File: config.mk
export PLATFORM = sky130hd
export DESIGN_NAME = reset_pulse_gen
export DESIGN_NICKNAME = d
export VERILOG_FILES = /design/src/rtl/reset_pulse_gen.sv
export SDC_FILE = /design/constraint.sdc
export NUM_CORES = 1
export LEC_CHECK = 0
export ABC_AREA = 1
export CAP_MARGIN = 10
export CORE_UTILIZATION = 40
export CTS_CLUSTER_DIAMETER = 50
export DETAILED_ROUTE_END_ITERATION = 6
export REMOVE_ABC_BUFFERS = 1
export SETUP_SLACK_MARGIN = 0.5
export SYNTH_ARGS = -nofsm -noshare
export SYNTH_HDL_FRONTEND = slang
export SYNTH_SLANG_ARGS = --single-unit
File: constraint.sdc
create_clock -name clk -period 2.9 [get_ports clk]
set_input_delay 0.58 -clock clk [delete_from_list [all_inputs] [get_ports clk]]
set_output_delay 0.58 -clock clk [all_outputs]
set_load 0.05 [all_outputs]
File: src/rtl/reset_pulse_gen.sv
//============================================================================
// Module      : reset_pulse_gen
// Description : Initiator side of the reset fabric. Drives a timed active-low
//               reset pulse into a downstream reset synchronizer and completes
//               a handshake by watching that synchronizer's released resetn.
//               Optional ack-wait timeout enabled by RESET_PULSE_TIMEOUT_EN.
// Revision    : 1.0 - initial release
//============================================================================
`default_nettype none

module reset_pulse_gen #(
  parameter int PULSE_CYCLES   = 16,
  parameter int SYNC_STAGES    = 2,
  parameter int TIMEOUT_CYCLES = 1024
) (
  input  logic clk,
  input  logic reset,
  input  logic req,
  input  logic ack_resetn,
  output logic resetn_out,
  output logic reset_out,
  output logic busy,
  output logic done,
  output logic timeout
);

  localparam int                 c_CNT_W    = $clog2(PULSE_CYCLES + 1);
  localparam logic [c_CNT_W-1:0] c_CNT_LAST = c_CNT_W'(PULSE_CYCLES - 1);

  typedef enum logic [1:0] {
    ST_ASSERT  = 2'd0,
    ST_RELEASE = 2'd1,
    ST_DONE    = 2'd2,
    ST_IDLE    = 2'd3
  } state_t;

  // Elaboration-time guards on parameter ranges
  if (PULSE_CYCLES < 1) begin : g_chk_pulse
    $error("PULSE_CYCLES must be >= 1");
  end
  if (SYNC_STAGES < 2) begin : g_chk_sync
    $error("SYNC_STAGES must be >= 2");
  end
  if (TIMEOUT_CYCLES < 1) begin : g_chk_timeout
    $error("TIMEOUT_CYCLES must be >= 1");
  end

  state_t               r_state;
  logic [c_CNT_W-1:0]   r_cnt;
  logic                 r_resetn_out;
  logic                 r_busy;
  logic                 r_done;
  logic [SYNC_STAGES-1:0] r_ack_sync;
  logic                 w_ack_s;
  logic                 w_wait_hit;

`ifdef RESET_PULSE_TIMEOUT_EN
  localparam int                  c_WAIT_W    = $clog2(TIMEOUT_CYCLES + 1);
  localparam logic [c_WAIT_W-1:0] c_WAIT_LAST = c_WAIT_W'(TIMEOUT_CYCLES - 1);

  logic [c_WAIT_W-1:0] r_wait;
  logic                r_timeout;

  // The wait limit is reached on the last allowed waiting cycle
  assign w_wait_hit = (r_wait == c_WAIT_LAST);
  assign timeout    = r_timeout;
`else
  // Waits are unbounded in this build
  assign w_wait_hit = 1'b0;
  assign timeout    = 1'b0;
`endif

  // Bring the downstream released-resetn into the clk domain
  always_ff @(posedge clk or posedge reset) begin
    if (reset) begin
      r_ack_sync <= '0;
    end else begin
      r_ack_sync <= {r_ack_sync[SYNC_STAGES-2:0], ack_resetn};
    end
  end

  assign w_ack_s = r_ack_sync[SYNC_STAGES-1];

  // Pulse sequencer: hold low for the minimum time, then handshake with downstream
  always_ff @(posedge clk or posedge reset) begin
    if (reset) begin
      r_state      <= ST_ASSERT;
      r_cnt        <= '0;
      r_resetn_out <= 1'b0;
      r_busy       <= 1'b1;
      r_done       <= 1'b0;
`ifdef RESET_PULSE_TIMEOUT_EN
      r_wait       <= '0;
      r_timeout    <= 1'b0;
`endif
    end else begin
      r_done <= 1'b0;
      case (r_state)
        ST_ASSERT: begin
          r_resetn_out <= 1'b0;
          if (r_cnt != c_CNT_LAST) begin
            // Still inside the minimum low phase; the ack wait starts fresh
            r_cnt <= r_cnt + 1'b1;
`ifdef RESET_PULSE_TIMEOUT_EN
            r_wait <= '0;
`endif
          end else if (!w_ack_s || w_wait_hit) begin
            // Downstream has seen reset (or we gave up waiting): release it
            r_state      <= ST_RELEASE;
            r_resetn_out <= 1'b1;
`ifdef RESET_PULSE_TIMEOUT_EN
            r_wait <= '0;
            if (w_ack_s) begin
              r_timeout <= 1'b1;
            end
          end else begin
            r_wait <= r_wait + 1'b1;
`endif
          end
        end

        ST_RELEASE: begin
          r_resetn_out <= 1'b1;
          if (w_ack_s || w_wait_hit) begin
            // First cycle with ack seen high completes the sequence
            r_state <= ST_DONE;
            r_done  <= 1'b1;
`ifdef RESET_PULSE_TIMEOUT_EN
            if (!w_ack_s) begin
              r_timeout <= 1'b1;
            end
          end else begin
            r_wait <= r_wait + 1'b1;
`endif
          end
        end

        ST_DONE: begin
          r_state <= ST_IDLE;
          r_busy  <= 1'b0;
        end

        ST_IDLE: begin
          r_resetn_out <= 1'b1;
          if (req) begin
            // Accept a request: resetn_out falls on this same edge
            r_state      <= ST_ASSERT;
            r_cnt        <= '0;
            r_resetn_out <= 1'b0;
            r_busy       <= 1'b1;
`ifdef RESET_PULSE_TIMEOUT_EN
            r_wait    <= '0;
            r_timeout <= 1'b0;
`endif
          end
        end

        default: begin
          r_state <= ST_IDLE;
          r_busy  <= 1'b0;
        end
      endcase
    end
  end

  assign resetn_out = r_resetn_out;
  assign reset_out  = ~r_resetn_out;
  assign busy       = r_busy;
  assign done       = r_done;

endmodule

`default_nettype wire

==> impl_metrics.yaml <==
grt:
  grt-ovfl-total: 0
  grt_pass1_wl_um: 2100
  grt_usage_pct: 15.5
  grt_max_degree: 13
  antenna_found_initial: 0
  grt_pass1_vias: 515
min_path:
  hp-class: "reg2reg"
worst_setup_path:
  slowest_delay_ns: 0.80
  critPathArrivalTime_ns: 1.59
  endpoint_kind: "primary output"
  start_kind: "flop"
  path_max_fanout: 2
  crit_required_ns: 2.32
  crit_slowest_cell: "clkdlybuf4s50_1"
  path_class: "reg2out"
  path_delay_family: "buffers and inverters"
  path_cells: "clkdlybuf4s50_1"
  path_buf_inv: 1
floorplan:
  initial_utilization_pct: 44.1
  core_area_um2: 1560
  die_area_um2: 1890
  dieHeight_um: 43.4
  die_w_um: 43.4
  row_count: 14
  io_pins: 9
timing:
  max_freq_mhz: 460
  finalHoldViolCount: 0
  setup_ws_ns: 0.725
  finalCritPeriodShare_pct: 75.0
  skew_ns: 0.00669
  tns_ns: 0
  finalSetupViolCount: 0
  period_needed_ns: 2.17
  slew_headroom_pct: 66.5
  rsz0062_at_grt: "false"
  worst_slew_pin_slew_ns: 0.501
  whs_ns: 0.354
  slew_viol_final: 0
place:
  dpl_worst_slack_ns: 1.02
  hpwl_um: 836
  io_buffers: 7
  gp_congestion: 0.786
clock_network:
  cts_buffer_depth: 2
  cts-root-buf: "clkbuf_4"
  cts.hold.buffers_added: 0
  clock_sink_count: 12
  clk_latency_ns: 0.27
  cts.repair.resized: 0
  ctsHtreeMaxLevel: 1
  cts_buffers: 3
  tritoncts: "built"
  post_cts_buffers: 0
  path_clk_slew_ns: 0.08
route:
  ant_nets: 0
  route.vias.total: 507
  drtPass1Iterations: 6
  drtIter0Drc: 19
  viasPerCell: 4.65
  drc: 2
  wl_um: 1090
  wl_per_cell_um: 9.96
finish:
  nets: 106
  drive_gt1_share_pct: 12.9
  syn2layout_area_growth_pct: 15.8
  multiInputGateArea_um2: 333
  fillers: 153
  post-route-util_pct: 51.0
  seq_area_um2: 302
  n_antenna_cell: 0
synth:
  ys_seq_elements: 12
  synth.avg_cell_area_um2: 8.28
  syn-instance-count: 83
  seq_area_frac_synth_pct: 43.9
  synth_top_cell_area_share_pct: 40.1
  netlist-cell-type-count: 18
  ys.warnings.count: 0
  synthTopCellsByArea: "dfrtp_1 (40%), ha_1 (15%), nand2_1 (12%)"
  yosysTopAreaCell: "dfrtp_1"
  synth.cell_area_um2: 687
flow_run:
  maxCapViolCount: 0
pwr:
  powerDensity_nw_per_um2: 1100
  irDropWorstVdd_mv: 0.452
  cellLeakagePower_nw: 0.412
status:
  failed_checks: "design-rule violations"
  status: "finished with violations"
## area by class of cell
class | count | share of cell area (%)
tap | 16 | 2.52
multi-input combinational | 58 | 41.8
timing repair buffer | 7 | 8.81
clock buffer | 4 | 3.30
inverter | 12 | 5.66
sequential | 12 | 37.9
## flip-flops by register name, summed over array words and instances, names as in the netlist
register,flops
busy,1
resetn_out,1
r_state,2
done,1
r_cnt,5
r_ack_sync,2
## worst paths after layout
| kind | slack [ns] | depth (start not counted) | endpoint | start |
|---|---|---|---|---|
| worst min register to register | 0.35 | 0 | r_ack_sync[1] | r_ack_sync[0] |
| min in group asynchronous | 0.62 | 2 | r_ack_sync[0] | reset |
| max in group asynchronous | 1.93 | 2 | busy | reset |
| worst max-delay path | 0.73 | 1 | busy | busy |
| worst max register to register | 1.28 | 9 | r_cnt[1] | r_cnt[0] |
| worst min-delay path | 0.35 | 0 | r_ack_sync[1] | r_ack_sync[0] |
## synth_stat cells
master and n:
inv_1 10, nand3_1 6, buf_4 1, o21ai_1 5
dfrtp_1 11, conb_1 1, nand2_4 1, nor2_2 1
nand2_1 22, nor2_4 1, nor2_1 6, dfstp_2 1
inv_2 2, ha_1 8, a21oi_1 2, o21ai_0 1
nand4_1 1, or2_2 3
## power breakdown
group / internal, mW / switching (mW) / leakage, nW
Clock: 0.0533 / 0.0560 / 0.0150
Combinational: 0.178 / 0.299 / 0.248
Sequential: 0.236 / 0.0527 / 0.149
Total: 0.467 / 0.408 / 0.412
## per-layer routing
metal	track usage, %	up-vias	wire length, um
met2	22.4	13	444
met5	0	-	0
met4	11.3	0	34
li1	-	274	-
met3	3.75	4	40
met1	20.1	216	567
## stage by stage
step           total power, mW  instances  instance area, um^2
6_report                 0.875        109                  796
3_3_place_gp             0.764        105                  769
4_1_cts                  0.887        109                  796
3_5_place_dp             0.774        105                  769
2_1_floorplan            0.659         82                  679
5_1_grt                  0.976        109                  796
## kinds of logic (layout without fill, tap and decap cells)
group | count (synthesis) | after routing | synth area share [%]
AO/OA/AOI/OAI | 8 | 8 | 5.83
adder cells (fa/ha/maj) | 8 | 8 | 14.6
buffers and inverters | 13 | 23 | 7.65
flip-flops | 12 | 12 | 43.9
other | 1 | 1 | 0.546
AND/OR/NAND/NOR | 41 | 41 | 27.5
## layout by cell type (no fill, tap or decap), drive strengths merged
cell type and count:
a21oi 2, clkbuf 4, clkdlybuf4s50 7, conb 1, dfrtp 11, dfstp 1
ha 8, inv 12, nand2 23, nand3 6, nand4 1, nor2 8
o21ai 6, or2 3
Power figures use the tool's default switching activity.
